<file path="config.mk">
export PLATFORM = sky130hd
export DESIGN_NAME = ysyx_23060136_ifu_fetch
export DESIGN_NICKNAME = d
export VERILOG_FILES = /design/src/rtl/ysyx_23060136_ifu_fetch_pkg.sv /design/src/rtl/ysyx_23060136_ifu_fetch_out_reg.sv /design/src/rtl/ysyx_23060136_ifu_fetch.sv
export SDC_FILE = /design/constraint.sdc
export NUM_CORES = 1
export LEC_CHECK = 0
export BUFFER_PORTS_ARGS = -buffer_cell sky130_fd_sc_hd__buf_2
export CELL_PAD_IN_SITES_DETAIL_PLACEMENT = 2
export CELL_PAD_IN_SITES_GLOBAL_PLACEMENT = 2
export CORE_ASPECT_RATIO = 0.7
export CORE_MARGIN = 5
export CORE_UTILIZATION = 33
export CTS_CLUSTER_SIZE = 40
export DETAILED_ROUTE_END_ITERATION = 8
export PLACE_DENSITY_LB_ADDON = 0.05
export SYNTH_ARGS = -nofsm -noshare
export SYNTH_HDL_FRONTEND = slang
export SYNTH_SLANG_ARGS = --single-unit
export TNS_END_PERCENT = 100
</file>
<file path="constraint.sdc">
create_clock -name clk -period 9.7 [get_ports clk]
set_input_delay 1.455 -clock clk [delete_from_list [all_inputs] [get_ports clk]]
set_output_delay 1.455 -clock clk [all_outputs]
set_load 0.02 [all_outputs]
</file>
<file path="src/rtl/ysyx_23060136_ifu_fetch_pkg.sv">
// Shared IFU fetch types (ysyx_23060136_IFU_PKG) plus the core-wide defaults that live in
// ysyx_23060136_DEFINES: BITS_W and PC_RST. Optional feature: YSYX_23060136_IFU_MISALIGN_EXC_EN.
`ifndef ysyx_23060136_BITS_W
`define ysyx_23060136_BITS_W 32
`endif
`ifndef ysyx_23060136_PC_RST
`define ysyx_23060136_PC_RST 32'h8000_0000
`endif

package ysyx_23060136_IFU_PKG;
  localparam int IFU_BITS_W = `ysyx_23060136_BITS_W;

  typedef enum logic [1:0] {
    IDLE = 2'd0,
    REQ  = 2'd1,
    WAIT = 2'd2,
    DROP = 2'd3
  } fetch_state_t;

  typedef struct packed {
    logic [IFU_BITS_W-1:0] pc;
    logic [IFU_BITS_W-1:0] inst;
    logic                  fault;
    logic                  misalign;
  } ifu2_out_t;
endpackage

</file>
<file path="src/rtl/ysyx_23060136_ifu_fetch_out_reg.sv">
// One-entry IFU2 output register: flush beats load, load beats clear-by-consume.
module ysyx_23060136_ifu_out_reg
  import ysyx_23060136_IFU_PKG::*;
(
  input  logic      clk,
  input  logic      rst,
  input  logic      flush,
  input  logic      load,
  input  ifu2_out_t load_data,
  input  logic      ready,
  output logic      valid,
  output ifu2_out_t data
);
  logic      valid_r;
  ifu2_out_t data_r;

  // Output entry update with flush > load > consume priority.
  always_ff @(posedge clk or posedge rst) begin
    if (rst) begin
      valid_r <= 1'b0;
      data_r  <= '0;
    end else if (flush) begin
      valid_r <= 1'b0;
      data_r  <= '0;
    end else if (load) begin
      valid_r <= 1'b1;
      data_r  <= load_data;
    end else if (valid_r && ready) begin
      valid_r <= 1'b0;
      data_r  <= '0;
    end else begin
      valid_r <= valid_r;
      data_r  <= data_r;
    end
  end

  assign valid = valid_r;
  assign data  = data_r;
endmodule

</file>
<file path="src/rtl/ysyx_23060136_ifu_fetch.sv">
// IFU2: single-outstanding instruction fetch with redirect drop and PC-counter stall.
// Optional misaligned-PC exception: define YSYX_23060136_IFU_MISALIGN_EXC_EN.
module ysyx_23060136_ifu_fetch
  import ysyx_23060136_IFU_PKG::*;
#(
  parameter int BITS_W = `ysyx_23060136_BITS_W
) (
  input  logic              clk,
  input  logic              rst,
  input  logic [BITS_W-1:0] IFU1_pc,
  input  logic              IFU_flush,
  output logic              IFU_stallIF,
  output logic              mem_req_valid,
  input  logic              mem_req_ready,
  output logic [BITS_W-1:0] mem_req_addr,
  input  logic              mem_rsp_valid,
  input  logic [BITS_W-1:0] mem_rsp_data,
  input  logic              mem_rsp_err,
  output logic              IFU2_valid,
  input  logic              IFU2_ready,
  output logic [BITS_W-1:0] IFU2_pc,
  output logic [BITS_W-1:0] IFU2_inst,
  output logic              IFU2_fault,
  output logic              IFU2_misalign
);
  fetch_state_t      state_r, state_nxt_s;
  logic              drop_pend_r, drop_pend_nxt_s;
  logic [BITS_W-1:0] req_addr_r;
  logic              out_valid_s, idle_go_s, mis_s, hs_s, load_s;
  ifu2_out_t         load_data_s, out_data_s;

  assign idle_go_s = (state_r == IDLE) && !IFU_flush && (!out_valid_s || IFU2_ready);
`ifdef YSYX_23060136_IFU_MISALIGN_EXC_EN
  assign mis_s = idle_go_s && (IFU1_pc[1:0] != 2'b00);
`else
  assign mis_s = 1'b0;
`endif
  assign hs_s   = (state_r == REQ) && mem_req_ready;
  assign load_s = ((state_r == WAIT) && mem_rsp_valid && !IFU_flush) || mis_s;

  // Load payload: a memory response, or a synthesized misaligned-PC fault.
  always_comb begin
    load_data_s = '{pc: req_addr_r, inst: mem_rsp_data, fault: mem_rsp_err, misalign: 1'b0};
    if (mis_s) begin
      load_data_s = '{pc: IFU1_pc, inst: {BITS_W{1'b0}}, fault: 1'b0, misalign: 1'b1};
    end else begin
      load_data_s = load_data_s;
    end
  end

  // Fetch FSM next-state; drop_pend remembers a redirect that hit an in-flight request.
  always_comb begin
    state_nxt_s     = state_r;
    drop_pend_nxt_s = drop_pend_r;
    case (state_r)
      IDLE: begin
        if (idle_go_s && !mis_s) state_nxt_s = REQ;
        else                     state_nxt_s = IDLE;
      end
      REQ: begin
        if (hs_s) begin
          state_nxt_s     = (drop_pend_r || IFU_flush) ? DROP : WAIT;
          drop_pend_nxt_s = drop_pend_r || IFU_flush;
        end else if (IFU_flush) begin
          drop_pend_nxt_s = 1'b1;
        end else begin
          state_nxt_s = REQ;
        end
      end
      WAIT: begin
        if (mem_rsp_valid) begin
          state_nxt_s = IDLE;
        end else if (IFU_flush) begin
          state_nxt_s     = DROP;
          drop_pend_nxt_s = 1'b1;
        end else begin
          state_nxt_s = WAIT;
        end
      end
      DROP: begin
        if (mem_rsp_valid) begin
          state_nxt_s     = IDLE;
          drop_pend_nxt_s = 1'b0;
        end else begin
          state_nxt_s = DROP;
        end
      end
      default: begin
        state_nxt_s     = IDLE;
        drop_pend_nxt_s = 1'b0;
      end
    endcase
  end

  // State, drop flag and the request address latched when leaving IDLE.
  always_ff @(posedge clk or posedge rst) begin
    if (rst) begin
      state_r     <= IDLE;
      drop_pend_r <= 1'b0;
      req_addr_r  <= {BITS_W{1'b0}};
    end else begin
      state_r     <= state_nxt_s;
      drop_pend_r <= drop_pend_nxt_s;
      if (idle_go_s && !mis_s) req_addr_r <= IFU1_pc;
      else                     req_addr_r <= req_addr_r;
    end
  end

  ysyx_23060136_ifu_out_reg u_out_reg (
    .clk       (clk),
    .rst       (rst),
    .flush     (IFU_flush),
    .load      (load_s),
    .load_data (load_data_s),
    .ready     (IFU2_ready),
    .valid     (out_valid_s),
    .data      (out_data_s)
  );

  // The PC counter moves once per accepted live request, on a misalign fault, and on every flush.
  assign IFU_stallIF   = !((hs_s && !drop_pend_r && !IFU_flush) || IFU_flush || mis_s);
  assign mem_req_valid = (state_r == REQ);
  assign mem_req_addr  = req_addr_r;
  assign IFU2_valid    = out_valid_s;
  assign IFU2_pc       = out_data_s.pc;
  assign IFU2_inst     = out_data_s.inst;
  assign IFU2_fault    = out_data_s.fault;
  assign IFU2_misalign = out_data_s.misalign;
endmodule

</file>
==> metrics <==
Tot Pwr=1.48 mW; Vias/cell=4.77; share of cells above drive strength 1=54.4%; Worst-Margin Slew=1.12 ns; # nets final=479; CTS resizes=0; GRT overflow=0; slew margin rel.=25.6%; leak pwr=2.83 nW; count leader, synth=dfrtp_1; min Tclk post-route=3.38 ns; # diodes=0; Worst Path Arrival=1.93 ns; largest net degree at the start of global routing=62; Clock transition at path regs=0.06 ns; # fillers=1213; CP required=8.25 ns; crit-path max FO=8; Setup Fix Bufs, Post-CTS=0; Post-synth EDFFs=0; Net Count, Synth=314; status=completed; fin crit share=34.9%; synthesized area per cell=15.8 um2; Peak VDD IR=0.153 mV; critical path, cell by cell=buf_2 -> a31oi_1 -> buf_2; final hold viol count=0; RSZ-0062 raised after global routing=false; vias=2714; die width=139 um; YS warnings=0; Hold Crit Class=register to register; most area-hungry cell type in the Yosys netlist=dfrtp_1; Core Region=0.0116 mm2; CTS Hold Bufs=0; Startpoint Class=input port; top cells by area, synth=dfrtp_1 66%, a22o_1 15%, mux2_4 11%, buf_12 1.6%, buf_2 0.91%; clock sinks=101; most frequent CP cell=buf_2; GP Congestion=0.747; clock root cell=clkbuf_16; I/O pin count=172; Die Height=100 um; Crit. End Element=output pin; sequential cell area=0.00253 mm2; H-Tree Depth=3; max incr delay on CP=0.19 ns; number of placed cells counting well taps=554; crit path max-delay cell type=buf_2; register bit total from synthesis=101; Bufs on Longest Clock Path=2; wire length of the first global-routing pass=16900 um; Routed Antenna Nets=0; Final TNS setup=0 ns; final non-filler cell total=569; Port Buffers=170; First-pass DRT Iterations=4; most common library cells after synthesis=101 x dfrtp_1, 65 x a22o_1, 29 x mux2_4; Most used DFF post-synth=dfrtp_1; CTS tree=yes; final wirelength=10600 um; TritonCTS Buffers=9; area of the multi-input gates=0.00117 mm2; Synth cell types=26; asr flop ratio synth=100%; DR WL/cell=18.6 um; Clk Latency, worst-skew pair=0.33 ns; max-slew violation count=0; crit path kind=input port to output pin; number of DRC markers in iteration 0=102; Seq/Total Area, Yosys=65.7%; vias in the first global route=3042; maxcap violations=0; DRC=0; area delta synth->final=32.6%; gr usage total=15.4%; initial core utilization=33.3%; pwr dens=290 mW/mm2; Post-Syn Area=0.00385 mm2; clock skew=0.00563 ns; initial antenna violation count=1; Yosys top cell area share=65.7%; f_max=296 MHz; FP Rows=33; cell count after synthesis=243; total die area=0.0140 mm2; Setup violations, final=0; hpwl dp=7480 um
## through the flow
step           setup slack (ns)  instance area, um2  util (%)  hold slack (ns)
3_5_place_dp               6.22                4790      41.4            0.489
5_1_grt                    6.26                5100      44.1            0.515
2_1_floorplan              5.60                3850         -            0.523
6_report                   6.32                5100      44.1            0.502
4_1_cts                    6.30                5100      44.1            0.506
3_3_place_gp               6.25                4790      41.4            0.483
## critical path, delay by kind of cell
kind            cells  cell delay (ns)
buf+inv             2             0.33
compound gates      1             0.14
## layer usage
| metal | part of all wire [%] | global-route usage [%] | wire length, um |
|---|---|---|---|
| met3 | 7.9 | 6.71 | 838 |
| met4 | 0.66 | 3.16 | 70 |
| met5 | 0.066 | 0 | 7 |
| met1 | 45 | 19.7 | 4760 |
| met2 | 46 | 24.6 | 4920 |
## flip-flops by register name (all words and copies together) (netlist names)
signal and count:
mem_req_addr 32, drop_pend_r 1, state_r 2, u_out_reg.data 65
u_out_reg.valid 1
## path summary, 6_finish.rpt
| path | cells past startpoint | from | slack (ns) | endpoint |
|---|---|---|---|---|
| max | 3 | IFU_flush | 6.32 | IFU_stallIF |
| min | 1 | u_out_reg.data[24] | 0.50 | u_out_reg.data[24] |
| max reg2reg | 2 | state_r[1] | 7.43 | mem_req_addr[20] |
| min reg2reg | 1 | u_out_reg.data[24] | 0.50 | u_out_reg.data[24] |
| max in group asynchronous | 3 | rst | 7.37 | mem_req_addr[22] |
| min in group asynchronous | 2 | rst | 1.16 | mem_req_addr[17] |
## power by group
| group | leakage (nW) | internal (mW) | total (mW) | switching [mW] |
|---|---|---|---|---|
| clock network | 0.152 | 0.231 | 0.376 | 0.145 |
| registers | 1.33 | 0.526 | 0.608 | 0.0816 |
| logic | 1.35 | 0.220 | 0.493 | 0.274 |
## layout by cell type (no fill, tap or decap), drive strengths merged
| cell type | instances |
|---|---|
| nand3b | 1 |
| dfrtp | 101 |
| nand2 | 2 |
| nor3b | 1 |
| clkinv | 1 |
| nor2 | 2 |
| nor2b | 1 |
| bufinv | 2 |
| o21ai | 4 |
| mux2 | 32 |
| or3b | 1 |
| or4 | 1 |
| inv | 4 |
| and2b | 1 |
| clkbuf | 11 |
| nor3 | 1 |
| a21oi | 2 |
| buf | 173 |
| a31oi | 2 |
| a22o | 65 |
| o211ai | 1 |
| o21a | 1 |
| conb | 1 |
| clkinvlp | 1 |
## cell type report
| class | count | share of cell area, % |
|---|---|---|
| sequential | 101 | 49.5 |
| multi-input combinational | 119 | 23.0 |
| tap | 157 | 3.85 |
| clock inverter | 4 | 1.42 |
| inverter | 4 | 0.343 |
| clock buffer | 11 | 4.76 |
| timing repair buffer | 173 | 17.1 |
## logic make-up (layout without fill, tap and decap cells)
kind of cell           count (synthesis)  count (layout)  share of synthesized area [%]
buffers and inverters                 23             192                           4.03
muxes                                 32              32                           12.2
and+or+nand+nor                       11              11                           1.69
AOI/OAI and AO/OA                     75              75                           16.3
other                                  1               1                         0.0975
DFF                                  101             101                           65.7
Power figures use the tool's default switching activity.
